[config.mk]
export PLATFORM = sky130hd
export DESIGN_NAME = cdc_tx_arbiter
export DESIGN_NICKNAME = d
export VERILOG_FILES = /design/src/rtl/cdc_tx_arbiter.sv
export SDC_FILE = /design/constraint.sdc
export NUM_CORES = 1
export LEC_CHECK = 0
export CAP_MARGIN = 25
export CORE_ASPECT_RATIO = 0.5
export CORE_MARGIN = 4
export CORE_UTILIZATION = 37
export CTS_CLUSTER_SIZE = 30
export DETAILED_ROUTE_END_ITERATION = 12
export PLACE_DENSITY_LB_ADDON = 0.12
export SETUP_SLACK_MARGIN = 0.02
export SLEW_MARGIN = 30
export SYNTH_ARGS = -nofsm -noshare
export SYNTH_HDL_FRONTEND = slang
export SYNTH_SLANG_ARGS = --single-unit
[constraint.sdc]
create_clock -name clk -period 4.9 [get_ports clk]
set_clock_uncertainty 0.1 [all_clocks]
set_input_delay 1.47 -clock clk [delete_from_list [all_inputs] [get_ports clk]]
set_output_delay 1.47 -clock clk [all_outputs]
set_load 0.01 [all_outputs]
[src/rtl/cdc_tx_arbiter.sv]
// Round-robin arbiter that hands one payload at a time to another clock domain
// over a four-phase req/ack handshake. Define CDC_ARB_TIMEOUT_EN to build the ack-wait timeout.
module cdc_tx_arbiter #(
  parameter int N_REQ          = 4,
  parameter int WIDTH          = 8,
  parameter int SYNC_STAGES    = 2,
  parameter int TIMEOUT_CYCLES = 255
) (
  input  logic                       clk,
  input  logic                       rst_n,
  input  logic [N_REQ-1:0]           req_valid,
  input  logic [N_REQ*WIDTH-1:0]     req_data,
  output logic [N_REQ-1:0]           req_ready,
  output logic                       xfer_req,
  output logic [WIDTH-1:0]           xfer_data,
  input  logic                       xfer_ack,
  output logic                       busy,
  output logic [$clog2(N_REQ)-1:0]   grant_id,
  output logic                       err
);

  localparam int IDX_W = $clog2(N_REQ);
  localparam int SUM_W = IDX_W + 1;

  typedef enum logic [1:0] {
    ST_IDLE,
    ST_REQ,
    ST_REL
  } state_t;

  // Elaboration-time parameter sanity checks.
  if (N_REQ < 2 || N_REQ > 8) begin : g_bad_n_req
    $error("cdc_tx_arbiter: N_REQ must be 2..8");
  end
  if (SYNC_STAGES < 2) begin : g_bad_sync
    $error("cdc_tx_arbiter: SYNC_STAGES must be at least 2");
  end
  if (TIMEOUT_CYCLES < 1) begin : g_bad_timeout
    $error("cdc_tx_arbiter: TIMEOUT_CYCLES must be at least 1");
  end

  state_t                   state;
  logic [IDX_W-1:0]         rr_ptr;
  logic [SYNC_STAGES-1:0]   ack_sync;
  logic                     ack_s;
  logic                     timeout;

  logic [WIDTH-1:0]         payload [N_REQ];
  logic [N_REQ-1:0]         rot;
  logic [IDX_W-1:0]         grant_off;
  logic [SUM_W-1:0]         grant_sum;
  logic [IDX_W-1:0]         grant_idx;
  logic                     grant_any;

  for (genvar g = 0; g < N_REQ; g++) begin : g_payload
    assign payload[g] = req_data[g*WIDTH +: WIDTH];
  end

  // ack crosses domains: plain multi-flop synchronizer, oldest bit is ack_s.
  // NOTE: sequential state uses non-blocking (<=) so every flop samples pre-edge values.
  always_ff @(posedge clk or negedge rst_n) begin
    if (!rst_n) begin
      ack_sync <= '0;
    end else begin
      ack_sync <= {ack_sync[SYNC_STAGES-2:0], xfer_ack};
    end
  end

  assign ack_s = ack_sync[SYNC_STAGES-1];

  // Round-robin pick: rotate so rr_ptr sits at bit 0, take the lowest set bit,
  // then rotate the offset back into an absolute requester index.
  // NOTE: every always_comb output gets a default first so no latch is inferred.
  always_comb begin
    rot       = N_REQ'({req_valid, req_valid} >> rr_ptr);
    grant_off = '0;
    for (int k = N_REQ - 1; k >= 0; k--) begin
      if (rot[k]) grant_off = IDX_W'(k);
    end
    grant_sum = {1'b0, rr_ptr} + {1'b0, grant_off};
    if (grant_sum >= SUM_W'(N_REQ)) grant_sum = grant_sum - SUM_W'(N_REQ);
    grant_idx = grant_sum[IDX_W-1:0];
    grant_any = |req_valid;
  end

  // Accept strobe is combinational so a requester is taken in its first IDLE cycle;
  // rst_n gates it so nothing looks accepted while reset is held.
  always_comb begin
    req_ready = '0;
    if (rst_n && state == ST_IDLE && grant_any) req_ready[grant_idx] = 1'b1;
  end

  assign busy = (state != ST_IDLE);

`ifdef CDC_ARB_TIMEOUT_EN
  localparam int CNT_W = $clog2(TIMEOUT_CYCLES + 1);

  logic [CNT_W-1:0] tmo_cnt;
  logic             err_q;

  // Counts REQ cycles; restarts from zero on every entry into REQ.
  always_ff @(posedge clk or negedge rst_n) begin
    if (!rst_n) begin
      tmo_cnt <= '0;
    end else if (state == ST_REQ) begin
      tmo_cnt <= tmo_cnt + 1'b1;
    end else begin
      tmo_cnt <= '0;
    end
  end

  assign timeout = (state == ST_REQ) && !ack_s &&
                   (tmo_cnt == CNT_W'(TIMEOUT_CYCLES - 1));

  always_ff @(posedge clk or negedge rst_n) begin
    if (!rst_n) begin
      err_q <= 1'b0;
    end else if (timeout) begin
      err_q <= 1'b1;
    end
  end

  assign err = err_q;
`else
  assign timeout = 1'b0;
  assign err     = 1'b0;
`endif

  always_ff @(posedge clk or negedge rst_n) begin
    if (!rst_n) begin
      state     <= ST_IDLE;
      xfer_req  <= 1'b0;
      xfer_data <= '0;
      grant_id  <= '0;
      rr_ptr    <= '0;
    end else begin
      unique case (state)
        ST_IDLE: begin
          if (grant_any) begin
            xfer_data <= payload[grant_idx];
            grant_id  <= grant_idx;
            rr_ptr    <= (grant_idx == IDX_W'(N_REQ - 1)) ? '0 : grant_idx + 1'b1;
            xfer_req  <= 1'b1;
            state     <= ST_REQ;
          end
        end
        ST_REQ: begin
          if (ack_s || timeout) begin
            xfer_req <= 1'b0;
            state    <= ST_REL;
          end
        end
        ST_REL: begin
          // Wait for the destination to release ack before starting another transfer.
          if (!ack_s) state <= ST_IDLE;
        end
        default: begin
          xfer_req <= 1'b0;
          state    <= ST_IDLE;
        end
      endcase
    end
  end

endmodule

[Yosys cells after proc, flatten, opt, wreduce, memory -nomap -nowiden]
Index checks and enable logic that the tools add are counted.
Storage, ports and cells
  flip-flop bits (word level): 17
  bits of input ports: 39
  output and inout port bits: 17
Operators by class
  add/sub/neg operators: 3
  $lt $le $gt $ge: 4
  equal/unequal tests: 6
  shift-type cells: 1
  muxes and demuxes: 19
  bitwise operators: 2
  reduce and logical (&&, ||, !) cells: 9
Operators by type and width (number)
  $mux 2: 9
  $bmux 8 s2: 1
  $mux 8: 2
  $shr 8x2->4: 1
  $ge 3x3->1 const B: 2
  $ne 2x2->1 const B: 3
  $pmux 2 s3: 1
  $reduce_and 3->1: 2
  $eq 2x2->1 const B: 2
  $mux 4: 1
  $reduce_or 4->1: 1
  $add 2x2->3: 1
  $logic_and 1x1->1: 3
  $lt 2x3->1 const B: 1
  $mux 1: 3
  $not 2->3: 1
  $pmux 1 s3: 1
  $add 2x1->2 const B: 1
  $demux 1 s2: 1
  $eq 2x1->1 const B: 1
  $ge 2x1->1 const B: 1
  $logic_not 2->1: 1
  $reduce_and 2->1: 1
  $reduce_bool 2->1: 1
  other kinds (2): 2

[Depth between registers and ports, before layout]
  word-level depth: 13
  depth in mapped cells: 13
  mapped depth without buffers: 12

[Worst setup path before layout]
Ideal clock, no wire load.
  kind: input-to-output
  start point: input port req_valid[0]
  end point: output port req_ready[1]
  arrival: 3.408 ns
  path slack: -0.078 ns
  stages: 9
  cells stage by stage: nor2_1 -> a221o_2 -> nand2_1 -> o221ai_1 -> ha_1 -> buf_2 -> clkbuf_1 -> clkbuf_1 -> nor3b_1
Between the ends
  longest elaborated chain between the ends: 13
  elaborated cells between the ends (all ways): 17
Ends and longest elaborated chain
  start: declaration: RTL line 11  | input logic [N_REQ-1:0] req_valid,
  $shr 8x2->4 (*): RTL line 75  | rot = N_REQ'({req_valid, req_valid} >> rr_ptr);
  $mux 2 (3 in a row): RTL line 78  | if (rot[k]) grant_off = IDX_W'(k);
  $mux 2 (*): RTL line 78
  $add 2x2->3 (*): RTL line 80  | grant_sum = {1'b0, rr_ptr} + {1'b0, grant_off};
  $ge 3x3->1 or $sub 2x1->2 (tied branches): RTL line 81  | if (grant_sum >= SUM_W'(N_REQ)) grant_sum = grant_sum - SUM_W'(N_REQ);
  $mux 2 (*): RTL line 81
  via grant_sum[0]: RTL line 51  | logic [SUM_W-1:0] grant_sum;
  $lt 2x3->1 (implied by the code) or $ge 2x1->1 (tied branches): RTL line 90  | if (rst_n && state == ST_IDLE && grant_any) req_ready[grant_idx] = 1'b1;
  $logic_and 1x1->1 (implied by the code): RTL line 90
  $mux 1 (implied by the code): RTL line 90
  $demux 1 s2 (*): RTL line 90
  $mux 4 (*): RTL line 90
  end: declaration: RTL line 13  | output logic [N_REQ-1:0] req_ready,
Mark *: on every way through the listed nets, which the timed path passes. The rest lies on a longest branch.

[Final worst setup path]
  start point: input port req_valid[1]
  end point: output port req_ready[3]
Between the ends
  longest elaborated chain between the ends: 13
  elaborated cells between the ends (all ways): 17
Ends and longest elaborated chain (RTL line)
  $shr 8x2->4: 75
  $mux 2 (4 in a row): 78
  $add 2x2->3: 80
  $ge 3x3->1 or $sub 2x1->2 (tied branches): 81
  $mux 2: 81
  $lt 2x3->1 (implied by the code) or $ge 2x1->1 (tied branches): 90
  $logic_and 1x1->1 (implied by the code): 90
  $mux 1 (implied by the code): 90
  $demux 1 s2: 90
  $mux 4 (*): 90
Every way passes the cells marked *; elsewhere a longest branch is shown, timed or not.

==> flow_metrics.env <==
export IMPL_dpl_cell_area_mm2=0.00191
export IMPL_antenna_found_initial=0
export IMPL_vdd_drop_max_mv=0.435
export IMPL_finalSetupViolCount=3
export IMPL_period_share=1.01
export IMPL_fp_row_count=14
export IMPL_synth_avg_cell_area_um2=8.85
export IMPL_grt_pass1_vias=1236
export IMPL_relSlewSlack=0.530
export IMPL_pwr_density_cell_mw_per_mm2=678
export IMPL_cts_root_buffer="clkbuf_8"
export IMPL_wire_per_inst_um=14.6
export IMPL_drive_above_1_share=0.288
export IMPL_hp_class="register to register"
export IMPL_final_cell_mix="clkdlybuf4s50_1 (46), nand2_1 (24), buf_4 (22)"
export IMPL_power_leakage_nw=0.859
export IMPL_hpwl_um=2660
export IMPL_syn2layout_area_growth_pct=74.3
export IMPL_synth_top_area_cell="dfrtp_1"
export IMPL_dieHeight_um=48.2
export IMPL_yosysWarnings=0
export IMPL_start_util=0.392
export IMPL_netlist_area_mm2=0.00119
export IMPL_synth_area_leaders="dfrtp_1 (36%), nor2b_1 (8.9%), nand2_1 (7.9%)"
export IMPL_core_mm2=0.00305
export IMPL_status="finished, violations left"
export IMPL_cts_tree="yes"
export IMPL_async_flop_share=1.00
export IMPL_port_buffers=54
export IMPL_hold_viol=0
export IMPL_grt_max_degree=25
export IMPL_clk_path_buf_depth=2
export IMPL_dp_slack_ns=-0.865
export IMPL_clkLatencyLatePin_ns=0.25
export IMPL_crit_type="primary input to output pin"
export IMPL_gp_congestion=0.744
export IMPL_crit_path_start_kind="primary input"
export IMPL_fillers=255
export IMPL_clkTransAtPathRegs_ns=0.06
export IMPL_synth_cell_types=38
export IMPL_violations="negative setup slack"
export IMPL_utilization=0.683
export IMPL_ys_seq_area_frac=0.356
export IMPL_drt_total_wl_um=3620
export IMPL_endpoint_kind="output pin"
export IMPL_ios=56
export IMPL_final_max_slew_viol_count=0
export IMPL_cts_made_buffers=3
export IMPL_cts_sinks=17
export IMPL_syn_inst=135
export IMPL_crit_path_max_fanout=3
export IMPL_rsz0062_at_grt="true"
export IMPL_ant_nets=0
export IMPL_max_cap_violations=0
export IMPL_tightestPinTransition_ns=0.704
export IMPL_fin_nets=250
export IMPL_antenna_cells=0
export IMPL_finalSetupTns_ns=-0.106
export IMPL_final_common_cell="clkdlybuf4s50_1"
export IMPL_firstDrtPassIters=4
export IMPL_syn_num_nets=176
export IMPL_die_area_mm2=0.00426
export IMPL_synth_edf_count=0
export IMPL_synth_top_area_share=0.356
export IMPL_crit_chain="buf_6 > a221o_2 > nand2_2 > o221ai_2 > ha_4 > buf_12 > xnor2_4 > nor3_4 > nor2_2 > inv_2 > ha_4 > and3_4 > buf_6"
export IMPL_grt_use_total=0.166
export IMPL_worst_slack_ns=-0.0563
export IMPL_required_ns=3.33
export IMPL_hold_slack_ns=0.253
export IMPL_drtIter0Drc=19
export IMPL_drc_errors=0
export IMPL_ys_ff_latch=17
export IMPL_final_area_mm2=0.00208
export IMPL_cp_top_family="simple AND/OR/NAND/NOR gates"
export IMPL_grt_overflow_total=0
export IMPL_vias=1282
export IMPL_cts_max_level=1
export IMPL_vias_per_cell=5.17
export IMPL_dieWidth_um=88.4
export IMPL_min_period_ns=4.96
export IMPL_grt_first_pass_wirelength_um=5370
export IMPL_max_stage_delay_ns=0.38
export IMPL_synth_ff_type="dfrtp_1"
export IMPL_cp_buffers_inverters=4
export IMPL_cp_arrival_ns=3.39
export IMPL_fmax_ghz=0.202
export IMPL_cp_slowest_cell="a221o_2"
-- area by class of cell --
type | count | area [µm²] | share of cell area
Multi-Input combinational cell | 108 | 837 | 0.402
Timing Repair Buffer | 78 | 722 | 0.347
Sequential cell | 17 | 425 | 0.204
Tap cell | 40 | 50.0 | 0.0240
Clock buffer | 4 | 45.0 | 0.0216
Inverter | 1 | 3.75 | 0.00180
-- registers in the layout (all words and copies together), names as in the netlist --
| signal | cells |
|---|---|
| ack_sync | 2 |
| grant_id | 2 |
| rr_ptr | 2 |
| state | 2 |
| xfer_data | 8 |
| xfer_req | 1 |
-- metrics by stage --
stage	cells	power, mW
final	248	1.41
after global routing	248	1.53
after CTS	245	1.30
after detailed placement	240	1.14
after global placement	240	1.13
after floorplan	135	0.785
-- report_power, final --
group,switching [mW],internal [mW],leakage [nW],total (mW)
Clock,0.0445,0.0576,0.0228,0.102
Sequential,0.0626,0.207,0.206,0.269
Combinational,0.510,0.531,0.630,1.04
Total,0.617,0.795,0.859,1.41
-- timing repair --
| action | 4_1_cts | 5_1_grt |
|---|---|---|
| setup buffers | 2 | 3 |
| setup endpoints to repair | 4 | 4 |
| hold buffers | 0 | 0 |
| pin swaps | 5 | 9 |
| hold endpoints to repair | 0 | 0 |
| resized for setup | 41 | 18 |
-- cell families after synthesis --
family                   count (synthesis)  synth area share
flip-flops                              17             0.356
AND/OR/NAND/NOR                         62             0.272
AO/OA/AOI/OAI                           39             0.274
buffers and inverters                   10            0.0387
adder cells (fa/ha/maj)                  2            0.0209
XOR/XNOR                                 3            0.0220
other                                    1           0.00314
multiplexers                             1            0.0126
-- synth_stat cells, drive strengths merged, types with 2 or more instances --
cell type / instances
nand2: 25
dfrtp: 17
nor2b: 17
o31ai: 9
a2111oi: 8
a221oi: 8
buf: 5
nor2: 5
clkbuf: 4
nor3: 4
nor3b: 4
o21ai: 4
a21oi: 2
ha: 2
nand2b: 2
o221ai: 2
or2: 2
xor2: 2
-- worst paths after layout --
kind                            cells after the start  slack (ns)          from      endpoint
worst min-delay path                                0        0.25   ack_sync[0]   ack_sync[1]
worst max register to register                     12        1.88     rr_ptr[0]  xfer_data[2]
worst min register to register                      0        0.25   ack_sync[0]   ack_sync[1]
worst max-delay path                               13       -0.06  req_valid[1]  req_ready[3]
min in group asynchronous                           2        1.48         rst_n   grant_id[1]
max in group asynchronous                           2        3.03         rst_n      state[1]
-- layer usage --
metal,vias up,track usage,wire length [µm]
met1,598,0.192,1590
met4,0,0.0241,29
met2,32,0.327,1860
met3,4,0.0472,143
li1,648,-,-
met5,-,0,0
No activity file was read; power rests on OpenSTA's default activity.
